$ cat src/rtl/int_timer_ctrl_if.sv
// Decode/fetch-side bundle between the pipeline and the interrupt timer controller.
interface int_timer_ctrl_if #(
    parameter int unsigned CNT_W = 32
);
    logic             cnt_int;
    logic             cnt_int_sel;
    logic             cnt_int_disable;
    logic [CNT_W-1:0] cnt_period;
    logic             rti;
    logic             stallD;
    logic [31:0]      pcF;
    logic             int_en1;
    logic [31:0]      int_vector;
    logic [31:0]      epc;
    logic             int_pending;
    logic             in_isr;
    logic [7:0]       overrun_cnt;

    modport master (
        output cnt_int, cnt_int_sel, cnt_int_disable, cnt_period, rti, stallD, pcF,
        input  int_en1, int_vector, epc, int_pending, in_isr, overrun_cnt
    );

    modport slave (
        input  cnt_int, cnt_int_sel, cnt_int_disable, cnt_period, rti, stallD, pcF,
        output int_en1, int_vector, epc, int_pending, in_isr, overrun_cnt
    );
endinterface

$ cat src/rtl/int_timer_ctrl.sv
// Countdown timer interrupt controller: one-shot/periodic timer plus non-nesting service FSM.
// Optional lost-expiry counter enabled by defining INT_OVERRUN_CNT_EN.
module int_timer_ctrl #(
    parameter logic [31:0] INT_VECTOR = 32'h0000_0180,
    parameter int unsigned CNT_W      = 32
) (
    input  logic                 clk,
    input  logic                 reset,
    int_timer_ctrl_if.slave      bus
);

    typedef enum logic [1:0] {
        TMR_OFF      = 2'd0,
        TMR_ONESHOT  = 2'd1,
        TMR_PERIODIC = 2'd2
    } tmr_state_e;

    typedef enum logic {
        SVC_RUN = 1'b0,
        SVC_ISR = 1'b1
    } svc_state_e;

    tmr_state_e       tmr_q, tmr_d;
    svc_state_e       svc_q, svc_d;
    logic [CNT_W-1:0] cnt_q, cnt_d;
    logic [CNT_W-1:0] period_q, period_d;
    logic [31:0]      epc_q, epc_d;
    logic             pend_q, pend_d;

    logic dec_valid;
    logic expiry;
    logic load;
    logic kill;
    logic accept;

    assign dec_valid = ~bus.stallD;
    assign expiry    = (tmr_q != TMR_OFF) && (cnt_q == CNT_W'(1));
    assign load      = dec_valid && bus.cnt_int && !bus.cnt_int_disable && (bus.cnt_period != '0);
    assign kill      = dec_valid && bus.cnt_int && !load;
    assign accept    = (svc_q == SVC_RUN) && pend_q && dec_valid;

    // State registers
    always_ff @(posedge clk or negedge reset) begin
        if (!reset) begin
            tmr_q    <= TMR_OFF;
            svc_q    <= SVC_RUN;
            cnt_q    <= '0;
            period_q <= '0;
            epc_q    <= '0;
            pend_q   <= 1'b0;
        end else begin
            tmr_q    <= tmr_d;
            svc_q    <= svc_d;
            cnt_q    <= cnt_d;
            period_q <= period_d;
            epc_q    <= epc_d;
            pend_q   <= pend_d;
        end
    end

    // Timer and service next-state; a new load overrides the expiry reload, disable overrides all
    always_comb begin
        tmr_d    = tmr_q;
        svc_d    = svc_q;
        cnt_d    = cnt_q;
        period_d = period_q;
        epc_d    = epc_q;
        pend_d   = pend_q;

        case (tmr_q)
            TMR_ONESHOT: begin
                if (expiry) begin
                    tmr_d = TMR_OFF;
                    cnt_d = '0;
                end else if (cnt_q > CNT_W'(1)) begin
                    cnt_d = cnt_q - CNT_W'(1);
                end
            end
            TMR_PERIODIC: begin
                if (expiry) begin
                    cnt_d = period_q;
                end else if (cnt_q > CNT_W'(1)) begin
                    cnt_d = cnt_q - CNT_W'(1);
                end
            end
            default: tmr_d = TMR_OFF;
        endcase

        if (load) begin
            tmr_d    = bus.cnt_int_sel ? TMR_PERIODIC : TMR_ONESHOT;
            cnt_d    = bus.cnt_period;
            period_d = bus.cnt_period;
        end else if (kill) begin
            tmr_d = TMR_OFF;
            cnt_d = '0;
        end

        if (accept) pend_d = 1'b0;
        if (expiry) pend_d = 1'b1;
        if (kill)   pend_d = 1'b0;

        case (svc_q)
            SVC_RUN: begin
                if (accept) begin
                    svc_d = SVC_ISR;
                    epc_d = bus.pcF;
                end
            end
            SVC_ISR: begin
                if (dec_valid && bus.rti) svc_d = SVC_RUN;
            end
            default: svc_d = SVC_RUN;
        endcase
    end

    assign bus.int_en1     = accept;
    assign bus.int_vector  = INT_VECTOR;
    assign bus.epc         = epc_q;
    assign bus.int_pending = pend_q;
    assign bus.in_isr      = (svc_q == SVC_ISR);

`ifdef INT_OVERRUN_CNT_EN
    logic [7:0] ovr_q, ovr_d;

    // Counts expiries that land on an already-pending, unserviced request
    always_comb begin
        ovr_d = ovr_q;
        if (expiry && pend_q && !accept && (ovr_q != 8'hFF)) ovr_d = ovr_q + 8'd1;
        if (dec_valid && bus.cnt_int && bus.cnt_int_disable) ovr_d = 8'h00;
    end

    always_ff @(posedge clk or negedge reset) begin
        if (!reset) ovr_q <= 8'h00;
        else        ovr_q <= ovr_d;
    end

    assign bus.overrun_cnt = ovr_q;
`else
    assign bus.overrun_cnt = 8'h00;
`endif

endmodule

$ cat src/flat_wrapper.sv
// flat-port wrapper written by rule: the top's interface ports become plain ports
module int_timer_ctrl_flat 
#(
    parameter logic [31:0] INT_VECTOR = 32'h0000_0180,
    parameter int unsigned CNT_W      = 32
)
  (clk, reset, bus_cnt_int, bus_cnt_int_sel, bus_cnt_int_disable, bus_cnt_period, bus_rti, bus_stallD, bus_pcF, bus_int_en1, bus_int_vector, bus_epc, bus_int_pending, bus_in_isr, bus_overrun_cnt);
  int_timer_ctrl_if #(.CNT_W(CNT_W)) bus_i ();
  input  logic clk;
  input  logic reset;
  input wire logic [$bits(bus_i.cnt_int)-1:0] bus_cnt_int;
  input wire logic [$bits(bus_i.cnt_int_sel)-1:0] bus_cnt_int_sel;
  input wire logic [$bits(bus_i.cnt_int_disable)-1:0] bus_cnt_int_disable;
  input wire logic [$bits(bus_i.cnt_period)-1:0] bus_cnt_period;
  input wire logic [$bits(bus_i.rti)-1:0] bus_rti;
  input wire logic [$bits(bus_i.stallD)-1:0] bus_stallD;
  input wire logic [$bits(bus_i.pcF)-1:0] bus_pcF;
  output wire logic [$bits(bus_i.int_en1)-1:0] bus_int_en1;
  output wire logic [$bits(bus_i.int_vector)-1:0] bus_int_vector;
  output wire logic [$bits(bus_i.epc)-1:0] bus_epc;
  output wire logic [$bits(bus_i.int_pending)-1:0] bus_int_pending;
  output wire logic [$bits(bus_i.in_isr)-1:0] bus_in_isr;
  output wire logic [$bits(bus_i.overrun_cnt)-1:0] bus_overrun_cnt;
  assign bus_i.cnt_int = bus_cnt_int;
  assign bus_i.cnt_int_sel = bus_cnt_int_sel;
  assign bus_i.cnt_int_disable = bus_cnt_int_disable;
  assign bus_i.cnt_period = bus_cnt_period;
  assign bus_i.rti = bus_rti;
  assign bus_i.stallD = bus_stallD;
  assign bus_i.pcF = bus_pcF;
  assign bus_int_en1 = bus_i.int_en1;
  assign bus_int_vector = bus_i.int_vector;
  assign bus_epc = bus_i.epc;
  assign bus_int_pending = bus_i.int_pending;
  assign bus_in_isr = bus_i.in_isr;
  assign bus_overrun_cnt = bus_i.overrun_cnt;
  int_timer_ctrl #(.INT_VECTOR(INT_VECTOR), .CNT_W(CNT_W)) u_core (.clk(clk), .reset(reset), .bus(bus_i));
endmodule
$ cat config.mk
export PLATFORM = sky130hd
export DESIGN_NAME = int_timer_ctrl_flat
export DESIGN_NICKNAME = d
export VERILOG_FILES = /design/src/rtl/int_timer_ctrl_if.sv /design/src/rtl/int_timer_ctrl.sv /design/src/flat_wrapper.sv
export SDC_FILE = /design/constraint.sdc
export NUM_CORES = 1
export LEC_CHECK = 0
export CORE_UTILIZATION = 49
export DETAILED_ROUTE_END_ITERATION = 6
export PLACE_DENSITY = 0.9
export SLEW_MARGIN = 5
export SYNTH_ARGS = -nofsm -noshare
export SYNTH_HDL_FRONTEND = slang
export SYNTH_SLANG_ARGS = --single-unit
$ cat constraint.sdc
create_clock -name clk -period 2.7 [get_ports clk]
set_input_delay 0.27 -clock clk [delete_from_list [all_inputs] [get_ports clk]]
set_output_delay 0.27 -clock clk [all_outputs]
set_load 0.02 [all_outputs]
==> summary.txt, run 1 <==
Routing
  • WL final: approximately 15000 um
  • Iteration-0 DRC Markers: between 400 and 500
  • Drt via density: 5.95
  • DR WL/cell: 18.3 um
  • Drt pass-1 iters: 6
  • Detailed-route DRC error count: 0
  • Post-route antenna net violation count: 0
  • Total number of vias: 4929

Global routing
  • Vias in the first global route: about 5000
  • First-pass GRT wire length: approximately 25000 um
  • GRT overflow: 0
  • Initial antenna violation count: 0
  • Largest net degree at the start of global routing: 49
  • Gr usage total: 27.8%

Clock tree
  • Worst-Skew Late Latency: 0.37 ns
  • Clock Path Buffers: 2
  • TritonCTS buffer count: 9
  • Root Buffer Master: clkbuf_8
  • H-Tree Depth: 3
  • Setup Fix Bufs, Post-CTS: 0
  • Worst-path clk slew: around 0.090 ns
  • Clock sinks: 100
  • CTS tree: done

Power and ir drop
  • NetSw: 1.25 mW
  • Clock Power Share: 26.0%
  • PwrDens: roughly 570 nW/um^2
  • Worst vdd ir: approximately 420 uV
  • Power Total: 3.90 mW
  • Combinational Power Share: 25.4%
  • Sw frac: 31.9%
  • Int Pwr: 2.66 mW
  • Leakage: between 3 and 4 nW
  • Flop pwr share: 48.6%

STA
  • Period utilization: roughly 90%
  • Max Slew Vio Count: 0
  • Final worst slack: about 0.22 ns
  • TNS Setup: 0 ns
  • Worst slew margin: 57.2%
  • Actual slew at the worst max-slew pin: 0.642 ns
  • Endpoints failing setup: 0
  • RSZ-0062 raised after global routing: false
  • Endpoints failing hold: 0
  • Max Fclk: 403 MHz
  • Layout Skew: 0.00795 ns
  • Min Tclk post-route: around 2.5 ns

Yosys
  • Synthesized area per cell: 9.54 um^2
  • Compound-cell area share of the yosys netlist: 12.8%
  • Xor/xnor cell area share of the yosys netlist: 0.962%
  • YS warnings: 0
  • Seq cells post-synth: 100
  • Synthesized area: 5460 um^2
  • Top FF cell, synth: dfrtp_1
  • Sequential cell area fraction in the yosys report: 45.8%
  • EDFF count, synth: 0
  • Adder-Cell Fraction of Synth Area: 1.14%
  • Most frequent cells after synthesis: 119 x nand2_1, 100 x dfrtp_1, 42 x buf_4, 32 x mux2_2, 28 x o21ai_0
  • Largest area contributor in the netlist: dfrtp_1
  • Cell variety after synth: 66
  • Largest family of logic cells by synthesized area: simple AND/OR/NAND/NOR gates
  • Synth Area in Simple Gates: between 20% and 30%
  • Main area contributors after synthesis: dfrtp_1 46%, nand2_1 8.2%, mux2_2 6.6%, buf_4 5.8%, o21ai_0 2.6%
  • Count leader, synth: nand2_1
  • Multiplexer area fraction after synthesis: 6.96%
  • Post-Syn Instances: 573
  • Share of Yosys cell area claimed by the top area cell type: 45.8%
  • Async set or reset register ratio after synthesis: 100%

Critical path
  • Req. time, crit path: 2.96 ns
  • Setup crit end kind: flip-flop
  • Critical Path Fanout Max: 6
  • Crit path DAT: roughly 2.8 ns
  • Slowest CP cell: dfrtp_1
  • Family with the most delay on the worst path: simple AND/OR/NAND/NOR gates
  • Crit-path max cell delay: 0.45 ns
  • Reg2Reg Setup Slack: roughly 0.22 ns
  • WS Path Type: flip-flop to flip-flop
  • CP Cell Sequence: nor4_2 > nand4_1 > nor3_4 > buf_4 > nor3_1 > and3_1 > nor4_1
  • Worst path bufs/invs: 1
  • CP Launch Type: flip-flop

Layout
  • Area delta synth->final: 25.4%
  • N_diodes: 0
  • # nets final: 761
  • Layout cells sized above 1: 13.5%

Placement
  • Port bufs: ~110
  • Final Wtd Congestion: 0.956
  • DP HPWL: between 10000 and 15000 um
  • Worst slack, placed: 0.254 ns

Outcome
  • Outcome: finished, final reports clean

Die
  • Initial Util: between 50% and 60%
  • Num rows: 38
  • Die height: 108 um
  • Core footprint: approximately 11000 um^2
  • Die Area: 11600 um^2
  • Chip Width: 108 um
  • I/O pins: 146

Min path
  • Worst hold-check path type: input port to asynchronous set/reset pin

Run
  • Max Cap Viol: 0
==> worst paths after layout <==
kind                       cells after the start                       startpoint                         endpoint
hold reg to reg                                2  u_core.period_q[21]$_DFFE_PN0P_  u_core.period_q[21]$_DFFE_PN0P_
min in group clk                               2  u_core.period_q[21]$_DFFE_PN0P_  u_core.period_q[21]$_DFFE_PN0P_
hold / removal                                 2                            reset    u_core.bus.epc[3]$_DFFE_PN0P_
setup / recovery                               7     u_core.cnt_q[10]$_DFFE_PN0P_      u_core.cnt_q[3]$_DFFE_PN0P_
setup reg to reg                               7     u_core.cnt_q[10]$_DFFE_PN0P_      u_core.cnt_q[3]$_DFFE_PN0P_
max in group asynchronous                      3                            reset    u_core.bus.epc[4]$_DFFE_PN0P_
==> cells by family (layout without fill, tap and decap cells) <==
family | after synthesis | in the layout
AO/OA/AOI/OAI | 102 | 102
XOR/XNOR | 6 | 6
adder cells (fa/ha/maj) | 5 | 5
buffers and inverters | 78 | 155
flip-flops | 100 | 100
multiplexers | 34 | 34
other | 2 | 40
AND/OR/NAND/NOR | 246 | 246
==> stage by stage <==
| stage | area, um^2 | std cells | hold WS [ns] | util [%] |
|---|---|---|---|---|
| 2_1_floorplan | 5610 | 611 | -0.0256 | - |
| 3_3_place_gp | 6640 | 813 | 0.324 | 61.2 |
| 3_5_place_dp | 6640 | 813 | 0.331 | 61.2 |
| 4_1_cts | 6850 | 828 | 0.451 | 63.2 |
| 5_1_grt | 6850 | 828 | 0.485 | 63.2 |
| 6_report | 6850 | 828 | 0.447 | 63.2 |
==> power by group through the flow <==
| stage | Sequential [mW] | Clock, mW | Combinational, mW |
|---|---|---|---|
| floorplan | 1.94 | 0 | 0.548 |
| global placement | 1.90 | 0 | 0.941 |
| detailed placement | 1.92 | 0 | 0.977 |
| CTS | 1.89 | 1.04 | 0.984 |
| global route | 1.92 | 1.11 | 1.08 |
| finish | 1.90 | 1.02 | 0.991 |
==> area by class of cell <==
cell class / instances / area (um^2)
fillers: 857 / 3990
repair buffers: 134 / 1280
inverters: 7 / 26.3
well taps: 140 / 175
clock inverters: 5 / 78.8
flip-flops and latches: 100 / 2500
multi-input cells: 433 / 2660
clock buffers: 9 / 124
==> cells in the final DEF, fill, tap and decap left out, types with 12 or more instances in the layout <==
master / Yosys / routed
nor4_1: 18 / 18
buf_4: 42 / 28
o21ai_0: 28 / 28
nand3_1: 12 / 12
nor3_1: 12 / 12
dfrtp_1: 100 / 100
nand2_1: 119 / 119
mux2_2: 32 / 32
a21oi_1: 14 / 14
conb_1: 2 / 40
clkdlybuf4s50_1: 0 / 104
nor2_1: 20 / 20
==> sequential cells by signal (all words and copies together) (netlist names) <==
register,count
u_core.period_q,32
u_core.bus.int_pending,1
u_core.tmr_q,2
u_core.cnt_q,32
u_core.bus.in_isr,1
u_core.bus.epc,32
==> routing by layer <==
layer	vias up	GRT usage (%)	share of wire, %
met5	-	0	0
met4	0	14.1	3.4
met3	47	8.84	13
met2	369	44.6	47
met1	2314	33.6	37
li1	2199	-	-
==> repair_timing <==
item	4_1_cts	5_1_grt
hold buffers	1	0
endpoints found under the hold margin	46	0
resized for setup	0	0
No activity file was read; power rests on OpenSTA's default activity.
==> run 2: changes to the inputs <==
Settings changed: CORE_UTILIZATION 49 to 30, PLACE_DENSITY 0.9 to 0.63.
==> run 2 against run 1 <==
  * Register-to-register slack got worse by 0.04 ns
  * Highest routed layer unchanged
  * First-iteration DRC count fell by 16%
  * Cell area is 4.8% higher
  * Via count down 2.2%
  * Worst setup slack got worse by 0.044 ns
  * Core utilization decreased by 22 points
  * Combinational power increased by 4%
  * Cell count is 13% higher
  * Critical path depth fell by 1
==> summary.txt, run 2 (same netlist as run 1, synthesis figures left out) <==
Outcome
  • Outcome: finished, final reports clean (unchanged)

Die
  • Chip Width: 137 um (was 108 um)
  • Die height: 137 um (was 108 um)
  • Core footprint: 17500 um^2 (was 10800 um^2)
  • I/O pins: 146 (unchanged)
  • Initial Util: 31.2% (was 50.4%)
  • Die Area: 18800 um^2 (was 11600 um^2)
  • Num rows: 48 (was 38)

Critical path
  • CP Launch Type: flip-flop (unchanged)
  • Crit path from: u_core.cnt_q[18]$_DFFE_PN0P_ (was u_core.cnt_q[10]$_DFFE_PN0P_)
  • Worst r2r src: u_core.cnt_q[18]$_DFFE_PN0P_ (was u_core.cnt_q[10]$_DFFE_PN0P_)
  • Setup crit end kind: flip-flop (unchanged)
  • Critical Path Fanout Max: 7 (was 6)
  • Crit path DAT: 2.77 ns (was 2.75 ns)
  • WS Path Type: flip-flop to flip-flop (unchanged)
  • Req. time, crit path: 2.94 ns (was 2.96 ns)

Layout
  • # nets final: 781 (was 761)
  • Fill count: 1774 (was 857)
  • Layout cells sized above 1: 16.2% (was 13.5%)
  • Most frequent cells in the layout: 119 x nand2_1, 104 x clkdlybuf4s50_1, 100 x dfrtp_1 (unchanged)
  • N_diodes: 0 (unchanged)
  • Area delta synth->final: 31.4% (was 25.4%)
  • Commonest non-fill, non-tap cell in the layout: nand2_1 (unchanged)

Power and ir drop
  • Worst vdd ir: 349 uV (was 420 uV)
  • Leakage: 3.14 nW (was 3.01 nW)
  • Power Total: 4.16 mW (was 3.90 mW)
  • PwrDens: 579 nW/um^2 (was 570 nW/um^2)

Routing
  • Drt via density: 5.15 (was 5.95)
  • Detailed-route DRC error count: 0 (unchanged)
  • Total number of vias: 4819 (was 4929)
  • Iteration-0 DRC Markers: 403 (was 480)
  • WL final: 16200 um (was 15200 um)
  • Drt pass-1 iters: 5 (was 6)
  • Post-route antenna net violation count: 0 (unchanged)
  • DR WL/cell: 17.3 um (was 18.3 um)

Clock tree
  • Clock sinks: 100 (unchanged)
  • Worst-path clk slew: 0.07 ns (was 0.09 ns)
  • H-Tree Depth: 3 (unchanged)
  • CTS tree: done (unchanged)
  • Worst-Skew Late Latency: 0.36 ns (was 0.37 ns)
  • Root Buffer Master: clkbuf_16 (was clkbuf_8)
  • TritonCTS buffer count: 9 (unchanged)
  • Clock Path Buffers: 2 (unchanged)
  • Setup Fix Bufs, Post-CTS: 0 (unchanged)

STA
  • Layout Skew: 0.0106 ns (was 0.00795 ns)
  • Max Fclk: 396 MHz (was 403 MHz)
  • Endpoints failing hold: 0 (unchanged)
  • RSZ-0062 raised after global routing: false (unchanged)
  • Final worst slack: 0.176 ns (was 0.219 ns)
  • Endpoints failing setup: 0 (unchanged)
  • Actual slew at the worst max-slew pin: 1.20 ns (was 0.642 ns)
  • Min Tclk post-route: 2.52 ns (was 2.48 ns)
  • Max Slew Vio Count: 0 (unchanged)
  • Hold Slack: 0.463 ns (was 0.447 ns)
  • Period utilization: 93.5% (was 91.9%)
  • Worst slew margin: 19.9% (was 57.2%)

Global routing
  • Largest net degree at the start of global routing: 46 (was 49)
  • First-pass GRT wire length: 25900 um (was 24600 um)
  • Initial antenna violation count: 0 (unchanged)
  • Vias in the first global route: 4721 (was 4918)
  • GRT overflow: 0 (unchanged)
  • Gr usage total: 18.4% (was 27.8%)

Placement
  • DP HPWL: 11600 um (was 11200 um)
  • Port bufs: 105 (unchanged)
  • Worst slack, placed: -0.153 ns (was 0.254 ns)
  • Final Wtd Congestion: 0.871 (was 0.956)

Run
  • Max Cap Viol: 0 (unchanged)

Min path
  • Worst hold-check path type: input port to asynchronous set/reset pin (unchanged)
==> run 2: changes by cell type in the layout (fill, tap and decap cells not counted), sizes merged <==
| cell | delta |
|---|---|
| clkinv | +1 |
| buf | +20 |
| inv | +3 |
| bufinv | -2 |
==> run 2: report_power, final <==
| part | total (mW) | internal, mW | switching [mW] | leakage [nW] |
|---|---|---|---|---|
| Sequential | 1.88 | 1.70 | 0.182 | 1.28 |
| Clock | 1.25 | 0.633 | 0.617 | 0.140 |
| Combinational | 1.03 | 0.475 | 0.551 | 1.73 |
| Total | 4.16 | 2.81 | 1.35 | 3.14 |
==> run 2: layout make-up <==
class / count / area, um^2 / share of cell area (%)
clock inverters: 7 / 50.0 / 0.697
flip-flops and latches: 100 / 2500 / 34.8
inverters: 7 / 26.3 / 0.366
multi-input cells: 433 / 2660 / 37.1
repair buffers: 154 / 1430 / 19.9
well taps: 225 / 282 / 3.92
clock buffers: 9 / 225 / 3.14
==> run 2: timing repair <==
action,4_1_cts,5_1_grt
hold endpoints to repair,43,0
resized for setup,0,0
hold buffers,1,0
==> run 2: critical path: stages (launching register included) <==
cell and delay, ns:
dfrtp_1 0.44, nor4_1 0.50, nand4_2 0.32, nor3_4 0.45
inv_1 0.17, a221o_1 0.34, a22o_1 0.18
==> run 2: final timing paths <==
path | cells past startpoint | slack [ns] | endpoint
worst min-delay path | 2 | 0.46 | u_core.bus.epc[19]$_DFFE_PN0P_
worst max-delay path | 6 | 0.18 | u_core.cnt_q[15]$_DFFE_PN0P_
worst min register to register | 2 | 0.48 | u_core.period_q[27]$_DFFE_PN0P_
min in group clk | 2 | 0.48 | u_core.period_q[27]$_DFFE_PN0P_
worst max register to register | 6 | 0.18 | u_core.cnt_q[15]$_DFFE_PN0P_
max in group asynchronous | 3 | 1.56 | u_core.period_q[7]$_DFFE_PN0P_
==> run 2: per-layer routing <==
layer  part of all wire, %  global-route usage [%]  vias to the layer above
li1                      -                       -                     2262
met1                    44                    24.2                     2301
met2                    43                    27.5                      232
met3                    11                    7.41                       24
met4                   2.0                    5.31                        0
met5                     0                       0                        -
==> run 2: per-stage QoR <==
stage	setup TNS [ns]	instances	util, %	area [um^2]
floorplan	0	611	-	5610
global placement	-0.207	918	39.3	6900
detailed placement	-1.34	918	39.3	6900
CTS	0	935	40.9	7180
global route	0	935	40.9	7180
finish	0	935	40.9	7180
==> run 3: changes to the inputs <==
Settings changed: SKIP_LAST_GASP from default to 1.
==> results of run 3 <==
No change in the layout: final DEF, timing and power equal those of run 2.
